## config.mk

```make
export PLATFORM = sky130hd
export DESIGN_NAME = mem_arbiter
export DESIGN_NICKNAME = d
export VERILOG_FILES = /design/src/rtl/mem_arbiter_pkg.sv /design/src/rtl/mem_arbiter.sv
export SDC_FILE = /design/constraint.sdc
export NUM_CORES = 1
export LEC_CHECK = 0
export ABC_CLOCK_PERIOD_IN_PS = 2450
export CAP_MARGIN = 5
export CORE_AREA = 8 8 128 130
export DETAILED_ROUTE_END_ITERATION = 10
export DIE_AREA = 0 0 136 138
export PLACE_DENSITY = 0.76
export REMOVE_ABC_BUFFERS = 1
export SYNTH_ARGS = -nofsm -noshare
export SYNTH_HDL_FRONTEND = slang
export SYNTH_SLANG_ARGS = --single-unit
export TNS_END_PERCENT = 100
```

## constraint.sdc

```tcl
create_clock -name clk_in -period 2.45 [get_ports clk_in]
set_input_delay 0.3675 -clock clk_in [delete_from_list [all_inputs] [get_ports clk_in]]
set_output_delay 0.3675 -clock clk_in [all_outputs]
set_load 0.005 [all_outputs]
```

## src/rtl/mem_arbiter_pkg.sv

```systemverilog
// Shared constants for the memory arbiter: FSM state encodings, field widths
// and the latched load/store payload layout.
package mem_arbiter_pkg;

    localparam int unsigned STATE_W  = 3;
    localparam int unsigned XLEN     = 32;
    localparam int unsigned FUNCT3_W = 3;

    localparam logic [2:0] ARB_IDLE     = 3'd0;
    localparam logic [2:0] ARB_ISSUE_F  = 3'd1;
    localparam logic [2:0] ARB_WAIT_F   = 3'd2;
    localparam logic [2:0] ARB_ISSUE_LS = 3'd3;
    localparam logic [2:0] ARB_WAIT_LS  = 3'd4;
    localparam logic [2:0] ARB_DRAIN    = 3'd5;

    // Load/store operation held on the memctrl io_* inputs for a whole access
    typedef struct packed {
        logic                store;
        logic [XLEN-1:0]     addr;
        logic [XLEN-1:0]     data;
        logic [FUNCT3_W-1:0] op;
    } ls_payload_t;

endpackage

```

## src/rtl/mem_arbiter.sv

```systemverilog
// mem_arbiter: shares the single memctrl port between instruction fetch and
// the load/store buffer. LSB has priority, bounded by a starvation counter
// that forces a fetch grant after STARVE_LIMIT back-to-back LS grants.
// A pipeline clear drops a fetch that has not been accepted and drains one
// that has; load/store accesses always run to completion.
// Ports:
//   clk_in, rst_in (sync, active-high), rdy_in (global enable), clear (flush)
//   ic_*  : fetch request/address in, done/instruction out
//   ls_*  : load/store request/payload in, done/load data out
//   mc_*  : registered request to memctrl, working/back/result from memctrl
//   busy  : arbiter not idle
module mem_arbiter
    import mem_arbiter_pkg::*;
#(
    parameter int unsigned STARVE_LIMIT = 4,
    parameter int unsigned CNT_W        = 3
) (
    input  logic        clk_in,
    input  logic        rst_in,
    input  logic        rdy_in,
    input  logic        clear,
    input  logic        ic_req,
    input  logic [31:0] ic_addr,
    output logic        ic_done,
    output logic [31:0] ic_data,
    input  logic        ls_req,
    input  logic        ls_store,
    input  logic [31:0] ls_addr,
    input  logic [31:0] ls_data,
    input  logic [2:0]  ls_op,
    output logic        ls_done,
    output logic [31:0] ls_rdata,
    output logic        mc_is_fetch,
    output logic [31:0] mc_fetch_addr,
    output logic        mc_is_io,
    output logic        mc_is_store,
    output logic [31:0] mc_io_addr,
    output logic [31:0] mc_io_data,
    output logic [2:0]  mc_io_op,
    input  logic        mc_working,
    input  logic        mc_is_back,
    input  logic [31:0] mc_back_ins,
    input  logic        mc_res_avail,
    input  logic [31:0] mc_res,
    output logic        busy
);

    logic [STATE_W-1:0] state, state_nx;
    logic [CNT_W-1:0]   cnt, cnt_nx;
    logic               fetch_en, fetch_en_nx;
    logic [XLEN-1:0]    fetch_addr, fetch_addr_nx;
    logic               io_en, io_en_nx;
    ls_payload_t        pl, pl_nx;

    // Next-state and next-register values
    always_comb begin
        state_nx      = state;
        cnt_nx        = cnt;
        fetch_en_nx   = fetch_en;
        fetch_addr_nx = fetch_addr;
        io_en_nx      = io_en;
        pl_nx         = pl;
        case (state)
            ARB_IDLE: begin
                if (ls_req && (!ic_req || (cnt < CNT_W'(STARVE_LIMIT)))) begin
                    pl_nx    = '{store: ls_store, addr: ls_addr, data: ls_data, op: ls_op};
                    io_en_nx = 1'b1;
                    state_nx = ARB_ISSUE_LS;
                    // Only LS grants that overtake a waiting fetch count
                    cnt_nx   = ic_req ? cnt + CNT_W'(1) : '0;
                end else if (ic_req && !clear) begin
                    fetch_addr_nx = ic_addr;
                    fetch_en_nx   = 1'b1;
                    state_nx      = ARB_ISSUE_F;
                    cnt_nx        = '0;
                end
            end
            ARB_ISSUE_F: begin
                if (mc_working) begin
                    fetch_en_nx = 1'b0;
                    state_nx    = clear ? ARB_DRAIN : ARB_WAIT_F;
                end else if (clear) begin
                    fetch_en_nx = 1'b0;
                    state_nx    = ARB_IDLE;
                end
            end
            ARB_WAIT_F: begin
                // A return coinciding with clear is simply discarded
                if (clear) begin
                    state_nx = mc_is_back ? ARB_IDLE : ARB_DRAIN;
                end else if (mc_is_back) begin
                    state_nx = ARB_IDLE;
                end
            end
            ARB_DRAIN: begin
                if (mc_is_back) begin
                    state_nx = ARB_IDLE;
                end
            end
            ARB_ISSUE_LS: begin
                // Payload stays driven: memctrl reads io_data/io_op throughout
                if (mc_working) begin
                    io_en_nx = 1'b0;
                    state_nx = ARB_WAIT_LS;
                end
            end
            ARB_WAIT_LS: begin
                if (mc_res_avail) begin
                    state_nx = ARB_IDLE;
                end
            end
            default: begin
                state_nx    = ARB_IDLE;
                fetch_en_nx = 1'b0;
                io_en_nx    = 1'b0;
            end
        endcase
    end

    // State and payload registers; rdy_in low freezes everything
    always_ff @(posedge clk_in) begin
        if (rst_in) begin
            state      <= ARB_IDLE;
            cnt        <= '0;
            fetch_en   <= 1'b0;
            fetch_addr <= '0;
            io_en      <= 1'b0;
            pl         <= '0;
        end else if (rdy_in) begin
            state      <= state_nx;
            cnt        <= cnt_nx;
            fetch_en   <= fetch_en_nx;
            fetch_addr <= fetch_addr_nx;
            io_en      <= io_en_nx;
            pl         <= pl_nx;
        end
    end

    // Completions are same-cycle with memctrl and gated to the owning state
    always_comb begin
        ic_done  = !rst_in && rdy_in && (state == ARB_WAIT_F) && mc_is_back && !clear;
        ls_done  = !rst_in && rdy_in && (state == ARB_WAIT_LS) && mc_res_avail;
        ic_data  = ic_done ? mc_back_ins : '0;
        ls_rdata = ls_done ? mc_res : '0;
    end

    assign mc_is_fetch   = fetch_en;
    assign mc_fetch_addr = fetch_addr;
    assign mc_is_io      = io_en;
    assign mc_is_store   = pl.store;
    assign mc_io_addr    = pl.addr;
    assign mc_io_data    = pl.data;
    assign mc_io_op      = pl.op;
    assign busy          = (state != ARB_IDLE);

endmodule
```

# Word level (Yosys, flattened, before mapping)
# Cells that the tools add are included.
# op_classes
n_addsub,1
order_cmp,1
n_eq_ne,12
n_mux,24
bitwise,3
reduce_logical,23
# ops
cell,count
two-way mux 32 bit,2
two-way mux 3 bit,13
case mux 3 bit (6 select lines),1
!= test 2 bit (second input constant),5
AND reduction 5 bit,2
logical AND 1 bit,8
AND reduction 4 bit,2
OR reduction 4 bit,2
== test 3 x 2 -> 1 bit (second input constant),2
== test 3 bit (second input constant),2
two-way mux 1 bit,6
!= test 3 bit (second input constant),2
case mux 1 bit (3 select lines),2
AND reduction 3 bit,2
adder 3 x 1 -> 3 bit (second input constant),1
== test 3 x 1 -> 1 bit (second input constant),1
logical NOT 1 bit,3
logical NOT 3 bit,1
less-than comparator 3 bit (second input constant),1
NOT 1 bit,3
nonzero test 3 bit,1
nonzero test 2 bit,1
logical OR 1 bit,1
# totals
ff_bits,108
input_bits,173
out_inout_bits,169

# Depth between registers and ports, before layout
# logic_depth
ltp_word,6
ltp_mapped,7
mapped_depth_nobuf,4

# Least setup slack after synthesis
# No wires, ideal clock.
# synth_path
kind,reg-to-output
startpoint,register state[2]
endpoint,output port ic_data[10]
t_arrival_ns,1.510
t_required_ns,2.082
path_slack_ns,0.572
path_stages_with_launch,7
path_buffers,2
path_cell_list,dfxtp_1 > clkbuf_2 > nor2_1 > nand2_1 > nor4_1 > clkbuf_1 > and2_1
# synth_via
elab_chain_len,5
# synth_lines
item,line_no,source
start: declaration,mem_arbiter.sv:48,"logic [STATE_W-1:0] state, state_nx;"
start signal: assignment,mem_arbiter.sv:130,state <= state_nx;
== test 3 x 2 -> 1 bit,mem_arbiter.sv:141,ic_done = !rst_in && rdy_in && (state == ARB_WAIT_F) && mc_is_back && !clear;
logical AND 1 bit (3 in a row),mem_arbiter.sv:141,
two-way mux 32 bit,mem_arbiter.sv:143,ic_data = ic_done ? mc_back_ins : '0;
end: declaration,mem_arbiter.sv:25,"output logic [31:0] ic_data,"
# No other way between the ends.

# Worst setup path in the final report
# layout_path
startpoint,register state[0]
endpoint,output port ls_rdata[4]
# layout_via
elab_chain_len,4
# layout_lines
item,line_no,source
== test 3 bit,mem_arbiter.sv:142,ls_done = !rst_in && rdy_in && (state == ARB_WAIT_LS) && mc_res_avail;
logical AND 1 bit (2 in a row),mem_arbiter.sv:142,
two-way mux 32 bit,mem_arbiter.sv:144,ls_rdata = ls_done ? mc_res : '0;
end: declaration,mem_arbiter.sv:32,"output logic [31:0] ls_rdata,"
# No other way between the ends.

==> results.cfg <==
[timing]
rsz0062_at_grt = yes
worst_slew_pin_slew_ns = 0.6788
period_share_pct = 99.90
finalWorstSetupSlack_ns = 0.002552
slew_violations = 0
skew_ns = 0.007699
layout_min_cycle_time_ns = 2.447
finalSetupViolCount = 0
final_hold_viol_count = 0
max_freq_ghz = 0.4086
max_slew_margin_pct = 54.75

[floorplan]
die_h_um = 138
start_util_pct = 31.34
placementRows = 44
ios = 342
die_x_um = 136
die-area_um2 = 18770
core_um2 = 14310

[power]
vdd_drop_max_v = 0.0003212
power-per-cell-area_nw_per_um2 = 504.9
power.leakage_nw = 3.611

[place]
dpl.hpwl_um = 14180
pre_cts_ws_ns = -0.08845
io_buffers = 341
gp_congestion = 0.7901

[finish]
seq_area_um2 = 2166
final_nets = 1091
finalCoreUtilization_pct = 60.21
nFillCells = 1291
multi_input_area_um2 = 2141
antenna_cells = 0
drive_gt1_share_pct = 6.074
area_delta_synth_final_pct = 92.13

[hold_path]
worstHoldStart = mc_io_data[8]
holdPathEnd = mc_io_data[8]
worst_hold_path_type = register to register
hold_depth = 2

[setup_path]
cp_cell_sequence = buf_4, nor4_4, buf_4, and2_1, clkdlybuf4s50_1
crit_top_cell = buf_4
cp_max_fo = 17
reg2reg_from = state[1]
critical_path_buf_inv_count = 3
cpLargestDelayFamily = buffers and inverters
startpoint_type = register
max_stage_delay_ns = 0.54
r2r_end = mc_is_fetch
critical_path_class = register to output pin
reg2reg_slack_ns = 0.46
cp.required_ns = 2.08
r2r_cells = 6
crit_arrival_ns = 2.08
endpoint_kind = output pin
crit_slowest_cell = clkdlybuf4s50_1

[grt]
grt_pass1_vias = 5104
grt_max_degree = 68
antenna_found_initial = 0
grt_pass1_wl_um = 27740
grt_util_all_layers_pct = 18.97
grt_overflow_total = 0

[yosys]
ys_seq_area_share_pct = 48.20
synth_area_per_cell_um2 = 7.720
syn_inst = 581
yosys-top-cells-area = dfxtp_1 48%, nand2_1 17%, a21oi_1 11%
synth-seq-cells = 108
synth_top_area_share_pct = 48.20
yosys_warnings = 0
synth_cell_types = 42
yosysTopAreaCell = dfxtp_1
synth_area_um2 = 4486

[clock_network]
cts_max_path_buffers = 2
htree_num_levels = 3
numCtsBuffers = 9
ctsRootBufferMaster = clkbuf_16
clkSlewWorstSetupHoldPaths_ns = 0.07
hold_buffers = 0
cts_tree = yes
clock_latency_ns = 0.35
cts_sinks = 108

[routing]
avgRoutedWirePerCell_um = 17.06
first_iter_violations = 219
finalWirelength_um = 18860
firstDrtPassIters = 6
vias = 5005
avgViaCountPerCell = 4.525
drc = 0
ant_nets = 0

[run]
maxCapViolations = 0

[outcome]
status = complete, no violations
## synth_stat cells (all sizes together)
cell and number:
o32ai 1, o311a 1, o21bai 1, ha 1, nand2b 5, and2 65
a211oi 1, clkbuf 28, nor2 8, nor2b 4, a221oi 1, a22oi 2
nand2 206, nor4b 3, and3b 1, o311ai 2, a21boi 1, buf 15
o31ai 1, nand4b 1, or3b 2, a21oi 102, or4b 1, a21o 2
nor4 2, nand3b 1, mux2i 2, a31oi 1, o21a 1, dfxtp 108
nor3 2, o21ba 1, nand4bb 1, nor3b 1, o21ai 2, inv 3
or3 1
## tightest hold or removal path: stages (launching register included)
cell and delay, ns:
dfxtp_1 0.31, nand2_1 0.05, a21oi_1 0.05
## area by class of cell
type,instances,share of cell area [%]
clock buffers,14,3.296
clock inverters,2,0.4501
inverters,3,0.1307
multi-input cells,427,24.84
flip-flops and latches,108,25.13
well taps,184,2.671
repair buffers,368,43.48
## per-stage QoR
step	cells	total power, mW	hold slack (ns)	area, um2	TNS (ns)
3_5_place_dp	1083	2.839	0.4455	8115	-2.224
5_1_grt	1106	4.547	0.4706	8618	-3.044
4_1_cts	1103	4.401	0.4294	8491	0
6_report	1106	4.351	0.4522	8618	0
2_1_floorplan	538	2.200	0.4299	4270	-29.29
3_3_place_gp	1083	2.829	0.4408	8115	-3.454
## placed cells by master (no fill, tap or decap), types with 3 or more instances in the layout
| cell type | instances |
|---|---|
| nor2b_1 | 4 |
| buf_4 | 20 |
| dlymetal6s2s_1 | 26 |
| a21oi_1 | 101 |
| clkbuf_8 | 4 |
| clkbuf_16 | 10 |
| nand2_1 | 204 |
| nand2b_1 | 5 |
| nor2_1 | 7 |
| and2_1 | 64 |
| buf_6 | 3 |
| buf_12 | 4 |
| clkdlybuf4s50_1 | 306 |
| dlygate4sd2_1 | 8 |
| dfxtp_1 | 107 |
| inv_1 | 3 |
## sequential cells by signal, summed over array words and instances (netlist names)
| signal | flops |
|---|---|
| cnt | 3 |
| mc_fetch_addr | 32 |
| mc_io_addr | 32 |
| mc_io_data | 32 |
| mc_io_op | 3 |
| mc_is_fetch | 1 |
| mc_is_io | 1 |
| mc_is_store | 1 |
| state | 3 |
## cells by family (layout without fill, tap and decap cells)
group	after synthesis	after routing	synth area share [%]
multiplexers	2	2	0.4463
AND/OR/NAND/NOR	304	304	31.46
buffers and inverters	46	387	5.049
AO/OA/AOI/OAI	120	120	14.56
adder cells (fa/ha/maj)	1	1	0.2789
flip-flops	108	108	48.20
## power by group
group | total, mW | switching, mW | internal [mW]
Combinational | 0.905 | 0.358 | 0.547
Sequential | 1.90 | 0.0497 | 1.85
Clock | 1.54 | 0.635 | 0.909
## worst max path at each step
| stage | end | start | cells past startpoint | slack, ns |
|---|---|---|---|---|
| after global routing | ls_rdata[6] | state[0] | 5 | -0.12 |
| after CTS | ic_data[0] | state[0] | 7 | 0.0009 |
| after floorplan | ic_data[0] | state[0] | 4 | -0.50 |
| after detailed placement | ic_data[19] | rdy_in | 6 | -0.09 |
| after global placement | ic_data[9] | rdy_in | 6 | -0.11 |
| final | ls_rdata[4] | state[0] | 5 | 0.003 |
## repair_timing
| item | CTS | global route |
|---|---|---|
| buffers inserted | 2 | 2 |
| cloned | 2 | 1 |
| endpoints found under the setup margin | 61 | 58 |
| pin swaps | 0 | 1 |
| resized for setup | 17 | 32 |
## per-layer routing
metal / routed length, um / global-route usage, % / vias to the layer above
li1: - / - / 2548
met1: 6621 / 17.89 / 2239
met2: 10020 / 35.00 / 193
met3: 1778 / 8.043 / 25
met4: 446 / 7.461 / 0
met5: 0 / 0 / -
Power figures use the tool's default switching activity.
